**src/rtl/shift_arbiter_if.sv**
```systemverilog
// Handshake bundle between two shift requesters, the result consumer and shift_arbiter.
interface shift_arbiter_if #(
  parameter int unsigned DATA_W = 16,
  parameter int unsigned AMT_W  = 4
);
  logic              req0_valid;
  logic [DATA_W-1:0] req0_data;
  logic [AMT_W-1:0]  req0_amt;
  logic              req0_mode;
  logic              req0_ready;

  logic              req1_valid;
  logic [DATA_W-1:0] req1_data;
  logic [AMT_W-1:0]  req1_amt;
  logic              req1_mode;
  logic              req1_ready;

  logic              res_valid;
  logic              res_ready;
  logic [DATA_W-1:0] res_data;
  logic              res_id;

  modport master (
    output req0_valid, req0_data, req0_amt, req0_mode,
    output req1_valid, req1_data, req1_amt, req1_mode,
    output res_ready,
    input  req0_ready, req1_ready, res_valid, res_data, res_id
  );

  modport slave (
    input  req0_valid, req0_data, req0_amt, req0_mode,
    input  req1_valid, req1_data, req1_amt, req1_mode,
    input  res_ready,
    output req0_ready, req1_ready, res_valid, res_data, res_id
  );
endinterface

```
**src/rtl/shift_arbiter.sv**
```systemverilog
// Round-robin arbiter sharing one 16-bit SLL/SRA barrel shifter between two requesters,
// returning a tagged result under a valid/ready handshake.
module shift_arbiter #(
  parameter int unsigned DATA_W    = 16,
  parameter int unsigned AMT_W     = 4,
  parameter bit          LAST_INIT = 1'b1
) (
  input  logic            clk,
  input  logic            rst_n,
  shift_arbiter_if.slave  bus
);

  typedef enum logic [1:0] {IDLE, EXEC, DONE} state_t;

  state_t            state;
  logic              last;
  logic [DATA_W-1:0] op_data;
  logic [AMT_W-1:0]  op_amt;
  logic              op_mode;
  logic              op_id;
  logic              res_valid;
  logic [DATA_W-1:0] res_data;
  logic              res_id;

  logic              gnt0_c;
  logic              gnt1_c;
  logic [DATA_W-1:0] shift_c;

  // Grant only from IDLE; on a tie the requester that did not win last time goes first.
  always_comb begin
    gnt0_c = 1'b0;
    gnt1_c = 1'b0;
    if (rst_n && (state == IDLE)) begin
      if (bus.req0_valid && (!bus.req1_valid || last)) begin
        gnt0_c = 1'b1;
      end else if (bus.req1_valid) begin
        gnt1_c = 1'b1;
      end
    end
  end

  // Shared shifter driven from the captured operand.
  always_comb begin
    shift_c = op_data << op_amt;
    if (op_mode) begin
      shift_c = DATA_W'($signed(op_data) >>> op_amt);
    end
  end

  always_ff @(posedge clk or negedge rst_n) begin
    if (!rst_n) begin
      state     <= IDLE;
      last      <= LAST_INIT;
      op_data   <= '0;
      op_amt    <= '0;
      op_mode   <= 1'b0;
      op_id     <= 1'b0;
      res_valid <= 1'b0;
      res_data  <= '0;
      res_id    <= 1'b0;
    end else begin
      case (state)
        IDLE: begin
          if (gnt0_c || gnt1_c) begin
            op_data <= gnt1_c ? bus.req1_data : bus.req0_data;
            op_amt  <= gnt1_c ? bus.req1_amt  : bus.req0_amt;
            op_mode <= gnt1_c ? bus.req1_mode : bus.req0_mode;
            op_id   <= gnt1_c;
            last    <= gnt1_c;
            state   <= EXEC;
          end
        end
        EXEC: begin
          res_data  <= shift_c;
          res_id    <= op_id;
          res_valid <= 1'b1;
          state     <= DONE;
        end
        DONE: begin
          // Result stays parked until the consumer takes it.
          if (res_valid && bus.res_ready) begin
            res_valid <= 1'b0;
            state     <= IDLE;
          end
        end
        default: state <= IDLE;
      endcase
    end
  end

  assign bus.req0_ready = gnt0_c;
  assign bus.req1_ready = gnt1_c;
  assign bus.res_valid  = res_valid;
  assign bus.res_data   = res_data;
  assign bus.res_id     = res_id;

endmodule
```
**src/flat_wrapper.sv**
```systemverilog
// flat-port wrapper written by rule: the top's interface ports become plain ports
module shift_arbiter_flat 
#(
  parameter int unsigned DATA_W    = 16,
  parameter int unsigned AMT_W     = 4,
  parameter bit          LAST_INIT = 1'b1
)
  (clk, rst_n, bus_req0_valid, bus_req0_data, bus_req0_amt, bus_req0_mode, bus_req1_valid, bus_req1_data, bus_req1_amt, bus_req1_mode, bus_res_ready, bus_req0_ready, bus_req1_ready, bus_res_valid, bus_res_data, bus_res_id);
  shift_arbiter_if #(.DATA_W(DATA_W), .AMT_W(AMT_W)) bus_i ();
  input  logic clk;
  input  logic rst_n;
  input wire logic [$bits(bus_i.req0_valid)-1:0] bus_req0_valid;
  input wire logic [$bits(bus_i.req0_data)-1:0] bus_req0_data;
  input wire logic [$bits(bus_i.req0_amt)-1:0] bus_req0_amt;
  input wire logic [$bits(bus_i.req0_mode)-1:0] bus_req0_mode;
  input wire logic [$bits(bus_i.req1_valid)-1:0] bus_req1_valid;
  input wire logic [$bits(bus_i.req1_data)-1:0] bus_req1_data;
  input wire logic [$bits(bus_i.req1_amt)-1:0] bus_req1_amt;
  input wire logic [$bits(bus_i.req1_mode)-1:0] bus_req1_mode;
  input wire logic [$bits(bus_i.res_ready)-1:0] bus_res_ready;
  output wire logic [$bits(bus_i.req0_ready)-1:0] bus_req0_ready;
  output wire logic [$bits(bus_i.req1_ready)-1:0] bus_req1_ready;
  output wire logic [$bits(bus_i.res_valid)-1:0] bus_res_valid;
  output wire logic [$bits(bus_i.res_data)-1:0] bus_res_data;
  output wire logic [$bits(bus_i.res_id)-1:0] bus_res_id;
  assign bus_i.req0_valid = bus_req0_valid;
  assign bus_i.req0_data = bus_req0_data;
  assign bus_i.req0_amt = bus_req0_amt;
  assign bus_i.req0_mode = bus_req0_mode;
  assign bus_i.req1_valid = bus_req1_valid;
  assign bus_i.req1_data = bus_req1_data;
  assign bus_i.req1_amt = bus_req1_amt;
  assign bus_i.req1_mode = bus_req1_mode;
  assign bus_i.res_ready = bus_res_ready;
  assign bus_req0_ready = bus_i.req0_ready;
  assign bus_req1_ready = bus_i.req1_ready;
  assign bus_res_valid = bus_i.res_valid;
  assign bus_res_data = bus_i.res_data;
  assign bus_res_id = bus_i.res_id;
  shift_arbiter #(.DATA_W(DATA_W), .AMT_W(AMT_W), .LAST_INIT(LAST_INIT)) u_core (.clk(clk), .rst_n(rst_n), .bus(bus_i));
endmodule
```
**config.mk**
```make
export PLATFORM = sky130hd
export DESIGN_NAME = shift_arbiter_flat
export DESIGN_NICKNAME = d
export VERILOG_FILES = /design/src/rtl/shift_arbiter_if.sv /design/src/rtl/shift_arbiter.sv /design/src/flat_wrapper.sv
export SDC_FILE = /design/constraint.sdc
export NUM_CORES = 1
export LEC_CHECK = 0
export ABC_AREA = 1
export CORE_MARGIN = 5
export CORE_UTILIZATION = 25
export DETAILED_ROUTE_END_ITERATION = 8
export PLACE_DENSITY = 0.47
export SYNTH_ARGS = -nofsm -noshare
export SYNTH_HDL_FRONTEND = slang
export SYNTH_SLANG_ARGS = --single-unit
```
**constraint.sdc**
```tcl
create_clock -name clk -period 3 [get_ports clk]
set_input_delay 0.6 -clock clk [delete_from_list [all_inputs] [get_ports clk]]
set_output_delay 0.6 -clock clk [all_outputs]
set_load 0.01 [all_outputs]
```
=== Word level (Yosys, flattened, before mapping) ===
Index checks and enable logic that the tools add are counted.

* Flip-flop bits (word level): 43
* Input port bits: 47
* Output and inout port bits: 20
* Word-level logic and storage cells: 40

* Eq/ne operators: 4
* Shift operators: 2
* Mux-type cells: 14
* Reductions and logical operators: 11

{| class="wikitable"
|+ Operators with widths
! kind !! count
|-
| 16-bit 2-to-1 mux || 2
|-
| 16-bit by 4-bit << shifter with 16-bit output || 1
|-
| 16-bit by 4-bit >>> shifter with 16-bit output || 1
|-
| 1-bit 2-to-1 mux || 7
|-
| 2-bit case mux with 3 select lines || 1
|-
| 2-bit AND reduction || 3
|-
| 2-bit 2-to-1 mux || 2
|-
| 4-bit 2-to-1 mux || 1
|-
| 1-bit logical AND || 3
|-
| 2-bit by 1-bit equality test with 1-bit output (second input constant) || 1
|-
| 2-bit equality test (second input constant) || 1
|-
| 2-bit zero test || 1
|-
| 1-bit logical OR || 2
|-
| 2-bit by 1-bit inequality test with 1-bit output (second input constant) || 1
|-
| 2-bit inequality test (second input constant) || 1
|-
| 1-bit case mux with 2 select lines || 1
|-
| 2-bit nonzero test || 1
|-
| 1-bit zero test || 1
|}

=== Longest topological paths before layout ===
Gate-level depths: netlist of run 1.

* Word-level depth: 8
* Depth in mapped cells: 12
* Depth with buffers taken out: 11

=== Worst setup path after synthesis of run 1 ===
No wires, ideal clock.

* Path type: input-to-output
* Start: input bus_req0_valid
* End: output bus_req0_ready
* Arrival: 1.047 ns
* Data required time: 2.400 ns
* Slack: 1.353 ns
* Stages on the path: 3
* Buffers on the path: 0
* Path through: a21boi_4 > nand2_4 > inv_4

* Word-level cells in the longest chain between the ends: 3

{| class="wikitable"
|+ RTL lines
! item !! line !! text
|-
| from (decl) || flat_wrapper.sv:12 || <nowiki>input wire logic [$bits(bus_i.req0_valid)-1:0] bus_req0_valid;</nowiki>
|-
| 1-bit logical AND || shift_arbiter.sv:34 || <nowiki>if (bus.req0_valid && (!bus.req1_valid || last)) begin</nowiki>
|-
| 1-bit 2-to-1 mux || shift_arbiter.sv:34 ||
|-
| 1-bit 2-to-1 mux || shift_arbiter.sv:33 || <nowiki>if (rst_n && (state == IDLE)) begin</nowiki>
|-
| to (decl) || flat_wrapper.sv:21 || <nowiki>output wire logic [$bits(bus_i.req0_ready)-1:0] bus_req0_ready;</nowiki>
|}

Every way passes these cells.

=== Worst setup path in the final report of run 1 ===
* Start: input bus_req1_valid
* End: output bus_req0_ready

* Word-level cells in the longest chain between the ends: 5

{| class="wikitable"
|+ RTL lines
! item !! line !! text
|-
| from (decl) || flat_wrapper.sv:16 || <nowiki>input wire logic [$bits(bus_i.req1_valid)-1:0] bus_req1_valid;</nowiki>
|-
| 1-bit zero test || shift_arbiter.sv:34 ||
|-
| 1-bit logical OR || shift_arbiter.sv:34 ||
|-
| 1-bit logical AND || shift_arbiter.sv:34 ||
|-
| 1-bit 2-to-1 mux || shift_arbiter.sv:34 ||
|-
| 1-bit 2-to-1 mux || shift_arbiter.sv:33 ||
|}

Every way passes these cells.

==> results_dict.tcl, run 1 <==
set metrics [dict create \
    via_per_inst 4.84 \
    synth_cell_type_count 30 \
    worstPathCellList "clkdlybuf4s50_1 -> a21boi_4 -> nand2_4 -> inv_4 -> clkdlybuf4s50_1" \
    cts_hold_buf 0 \
    p_comb_frac 0.057 \
    rows 40 \
    grt_max_degree 44 \
    power_mw 1.32 \
    finClkSkew_ns 0.00367 \
    fin_tns_setup_ns 0 \
    setup_viol 0 \
    drv_slew 0 \
    clkTransAtPathRegs_ns 0.07 \
    cts_tree "yes" \
    wl_per_cell_um 14.3 \
    vdd_ir_drop_max_uv 185 \
    grt_pass1_wl_mm 16.2 \
    layout.nets 556 \
    critical_path_required_ns 2.40 \
    fin_cells 678 \
    syn_avg_cell_area_um2 6.84 \
    mostFrequentLayoutCells "nand2_1 (122), nand3_1 (108), clkdlybuf4s50_1 (65), nor2_1 (49), dfrtp_1 (42)" \
    dp_cells 670 \
    fmax_ghz 0.375 \
    synthCells 456 \
    antenna_found_initial 0 \
    layout.area.seq_um2 1080 \
    drive_gt1_frac 0.0941 \
    io_buffer_count 66 \
    dp_slack_ns 0.317 \
    drc_errors 0 \
    place.gp.congestion 0.860 \
    arrival_ns 2.07 \
    cts_max_path_buffers 2 \
    dieArea_um2 14800 \
    synth_area_leaders "dfrtp_1 (34%), nand3_1 (17%), nand2_1 (15%), nor2_1 (5.9%), a21oi_1 (5.5%)" \
    cts.sinks 43 \
    fin_ws_ns 0.330 \
    hpwlAfterDp_mm 7.38 \
    die_w_um 122 \
    outcome "complete, no violations" \
    worst_setup_path_end_kind "primary output" \
    numCtsBuffers 5 \
    slowest_delay_ns 0.53 \
    multi_input_area_um2 1750 \
    p_int_mw 1.05 \
    worstSetupStartpointType "primary input" \
    cap_viol_max_count 0 \
    final_common_cell "nand2_1" \
    yosysTopAreaCell "dfrtp_1" \
    synth_warnings 0 \
    hold_ws_ns 0.397 \
    clk_latency_ns 0.29 \
    period_share 0.890 \
    htreeDepth 2 \
    die_h_um 122 \
    syn2layout_area_growth_pct 28.6 \
    hold_viol 0 \
    cts-root-buf "clkbuf_16" \
    vias 3283 \
    nFillCells 1369 \
    first_global_vias 3310 \
    ys_seq_area_frac 0.346 \
    crit_fanout 2 \
    p_clk_frac 0.505 \
    p_sw_frac 0.204 \
    ant_nets 0 \
    fin_crit_ns 2.67 \
    io_pins 67 \
    initial_utilization 0.257 \
    critPathKind "in2out" \
    cts_setup_buffers 0 \
    leakage_nw 1.71 \
    p_per_area_nw_per_um2 330 \
    cpMostUsedCell "clkdlybuf4s50_1" \
    grt_setup_unrepaired "false" \
    p_seq_frac 0.438 \
    core_um2 12100 \
    slew-limit-headroom 0.553 \
    drtIter0Drc 249 \
    cts_resized 0 \
    track_usage 0.135 \
    syn_area_um2 3120 \
    ys_ff_latch 43 \
    synth_nets 503 \
    tightest_slew_ns 0.671 \
    totalWireLength_mm 9.68 \
    power_switching_uw 270 \
    grt-ovfl-total 0 \
    drtPass1Iterations 4 \
    slowest_stage "clkdlybuf4s50_1" \
    hp-class "in2async" \
    antenna_cells 0 \
    yosysTopAreaCellShare 0.337 \
]
[cells in the mapped netlist]
master,instances
nand2_1,122
nand3_1,108
nor2_1,49
dfrtp_1,42
a21oi_1,34
o22ai_1,21
buf_2,14
nand2_2,10
inv_1,9
o21ai_0,6
buf_6,5
nor2_2,5
buf_4,4
inv_2,3
a31oi_1,2
buf_12,2
clkbuf_1,2
clkinv_1,2
inv_4,2
inv_8,2
nor2_4,2
nor2_8,2
a21boi_4,1
a21oi_2,1
dfstp_2,1
nand2_4,1
nand3_2,1
nand4_1,1
o21ai_1,1
or2_2,1
[power by group through the flow]
stage | logic, mW | clock network, mW | registers, mW
after global placement | 0.0769 | 0 | 0.591
after detailed placement | 0.0778 | 0 | 0.591
after global routing | 0.0831 | 0.714 | 0.579
after CTS | 0.0778 | 0.687 | 0.579
after floorplan | 0.00452 | 0 | 0.591
final | 0.0757 | 0.668 | 0.580
[cell type report]
cell class / instances / area share
multi-input cells: 368 / 0.436
flip-flops and latches: 43 / 0.269
repair buffers: 73 / 0.177
well taps: 168 / 0.0524
clock buffers: 6 / 0.0346
inverters: 18 / 0.0218
clock inverters: 2 / 0.00967
[through the flow]
step	util	area, µm²
6_report	0.331	4010
3_5_place_dp	0.316	3830
3_3_place_gp	0.316	3830
4_1_cts	0.331	4010
5_1_grt	0.331	4010
2_1_floorplan	-	3120
[sequential cells by signal, indices dropped and copies added, names as in the netlist]
name and cells:
u_core.bus.res_data 16, u_core.op_data 16, u_core.op_amt 4, u_core.state 2, u_core.bus.res_id 1, u_core.bus.res_valid 1
u_core.last 1, u_core.op_id 1, u_core.op_mode 1
[worst max-delay path: cells and delay by family]
family / cells / cell delay [ns]
AND/OR/NAND/NOR: 1 / 0.08
buffers and inverters: 3 / 1.09
AO/OA/AOI/OAI: 1 / 0.28
[final timing paths]
kind / start / end / slack [ns] / cells after the start
max: bus_req1_valid / bus_req0_ready / 0.33 / 5
min: rst_n / u_core.bus.res_id / 0.40 / 2
max reg2reg: u_core.op_amt[3] / u_core.bus.res_data[10] / 0.96 / 6
min reg2reg: u_core.bus.res_data[1] / u_core.bus.res_data[1] / 0.49 / 2
max in group asynchronous: rst_n / u_core.op_data[4] / 2.22 / 2
min in group clk: u_core.bus.res_data[1] / u_core.bus.res_data[1] / 0.49 / 2
[cell families after synthesis]
kind of cell | synth area share
flip-flops | 0.346
buffers and inverters | 0.0935
AND/OR/NAND/NOR | 0.440
AO/OA/AOI/OAI | 0.121
[metal layers]
metal,GRT usage,vias up,wire length (µm)
met5,0,-,0
met4,0.0497,0,231
met3,0.0306,16,580
met2,0.217,101,4460
met1,0.177,1515,4410
li1,-,1651,-
(Power assumes the default switching activity.)
==> run 2, diff against run 1 <==
--- a/config.mk
+++ b/config.mk
@@ -6,7 +6,7 @@
 export NUM_CORES = 1
 export LEC_CHECK = 0
 export ABC_AREA = 1
-export CORE_MARGIN = 5
+export CORE_MARGIN = 8
 export CORE_UTILIZATION = 25
 export DETAILED_ROUTE_END_ITERATION = 8
 export PLACE_DENSITY = 0.47
==> run 2 against run 1 <==
Net effect: first-iteration DRC count shrank 27%; critical path type unchanged; sequential power is essentially flat; critical endpoint unchanged; clock power is essentially flat; global-route usage shrank 1.1 points; critical path depth is the same; utilization shrank 0.062 points; clock skew grew 0.0026 ns; clock-buffer cell count is the same; via count shrank 1.2%; cell count shrank 0.15%; hold slack gained 0.0077 ns; setup slack lost 0.0051 ns.
==> results_dict.tcl, run 2 (same netlist as run 1, synthesis figures left out) <==
set metrics [dict create \
    fin_ws_ns 0.325 \
    final_common_cell "nand2_1" \
    vdd_ir_drop_max_uv 287 \
    wl_met2_mm 4.56 \
    vias 3244 \
    worstPathCellList "clkdlybuf4s50_1 -> a21boi_4 -> nand2_4 -> inv_4 -> clkdlybuf4s50_1" \
    die_w_um 128 \
    fin_tns_setup_ns 0 \
    critical_path_required_ns 2.40 \
    antenna_cells 0 \
    placed_cell_area_um2 3820 \
    finClkSkew_ns 0.00624 \
    cts_max_path_buffers 2 \
    hp-class "in2async" \
    arrival_ns 2.08 \
    clk_latency_ns 0.29 \
    crit_fanout 2 \
    totalWireLength_mm 9.73 \
    cap_viol_max_count 0 \
    mostFrequentLayoutCells "nand2_1 (122), nand3_1 (108), clkdlybuf4s50_1 (65), nor2_1 (49), dfrtp_1 (42)" \
    period_share 0.892 \
    power_mw 1.32 \
    place.gp.congestion 0.928 \
    cts_tree "yes" \
    p_per_area_nw_per_um2 330 \
    multi_input_area_um2 1750 \
    slew-limit-headroom 0.542 \
    cts_setup_buffers 0 \
    drtIter0Drc 182 \
    grt_setup_unrepaired "false" \
    hpwlAfterDp_mm 7.47 \
    met3_length_um 656 \
    reg_top3 "u_core.bus.res_data: 16 flops, u_core.op_data: 16 flops, u_core.op_amt: 4 flops" \
    wl_met1_mm 4.38 \
    via_per_inst 4.79 \
    worst_setup_path_end_kind "primary output" \
    io_pins 67 \
    initial_utilization 0.257 \
    worstSetupStartpointType "primary input" \
    worst-path-buf-inv 3 \
    cts_hold_buf 0 \
    tightest_slew_ns 0.687 \
    nFillCells 1382 \
    die_h_um 128 \
    cts-root-buf "clkbuf_16" \
    outcome "complete, no violations" \
    slowest_delay_ns 0.54 \
    htreeDepth 2 \
    grt_max_degree 44 \
    crit_family "buffers and inverters" \
    layout.nets 555 \
    clkTransAtPathRegs_ns 0.06 \
    core_um2 12100 \
    hold_ws_ns 0.404 \
    slowest_stage "clkdlybuf4s50_1" \
    leakage_nw 1.71 \
    cts_resized 0 \
    highest_layer "met4" \
    rows 40 \
    grt_pass1_wl_mm 16.6 \
    design_area_um2 4000 \
    cpMostUsedCell "clkdlybuf4s50_1" \
    cts.sinks 43 \
    dp_slack_ns 0.309 \
    drive_gt1_frac 0.0923 \
    fmax_ghz 0.374 \
    antenna_found_initial 0 \
    drtPass1Iterations 4 \
    numCtsBuffers 5 \
    grt-ovfl-total 0 \
    critPathKind "in2out" \
    wl_per_cell_um 14.4 \
    drv_slew 0 \
    layout.area.seq_um2 1080 \
    drc_errors 0 \
    first_global_vias 3384 \
    hold_viol 0 \
    io_buffer_count 66 \
    syn2layout_area_growth_pct 28.4 \
    fin_crit_ns 2.68 \
    setup_viol 0 \
    track_usage 0.124 \
    ant_nets 0 \
    dieArea_um2 16300 \
]
run 2: cell types whose count changed in the layout (fill, tap and decap cells not counted), sizes merged:
cell / delta
buf: -1
run 2: cell type report:
cell class | count | area share
Timing Repair Buffer | 72 | 0.175
Clock buffer | 6 | 0.0347
Sequential cell | 43 | 0.269
Inverter | 18 | 0.0219
Clock inverter | 2 | 0.00969
Tap cell | 168 | 0.0525
Multi-Input combinational cell | 368 | 0.437
run 2: metal layers:
layer	vias up	global-route usage
li1	1638	-
met1	1488	0.156
met2	106	0.209
met3	12	0.0291
met4	0	0.0287
met5	-	0
run 2: power by group:
group / leakage, nW / switching [mW] / total [mW] / internal (mW)
Clock: 0.0875 / 0.248 / 0.667 / 0.419
Sequential: 0.566 / 0 / 0.580 / 0.580
Combinational: 1.05 / 0.0212 / 0.0759 / 0.0547
run 2: worst reg2reg max path, stage by stage, from the launching register on:
cell	delay, ns
dfrtp_1	0.55
clkinv_1	0.60
nor2_4	0.43
nand4_1	0.13
nand2_1	0.09
a21oi_1	0.05
a21oi_2	0.11
run 2: worst paths after layout:
path	endpoint	slack, ns	cells past startpoint	startpoint
max in group asynchronous	u_core.last	2.23	2	rst_n
min	u_core.state[1]	0.40	2	rst_n
max reg2reg	u_core.bus.res_data[10]	0.98	6	u_core.op_amt[3]
min in group clk	u_core.bus.res_id	0.48	2	u_core.bus.res_id
min reg2reg	u_core.bus.res_id	0.48	2	u_core.bus.res_id
max	bus_req0_ready	0.32	5	bus_req1_valid
run 2: through the flow:
| stage | util | std cells |
|---|---|---|
| 4_1_cts | 0.330 | 677 |
| 6_report | 0.330 | 677 |
| 3_3_place_gp | 0.316 | 669 |
| 3_5_place_dp | 0.316 | 669 |
| 2_1_floorplan | - | 456 |
| 5_1_grt | 0.330 | 677 |
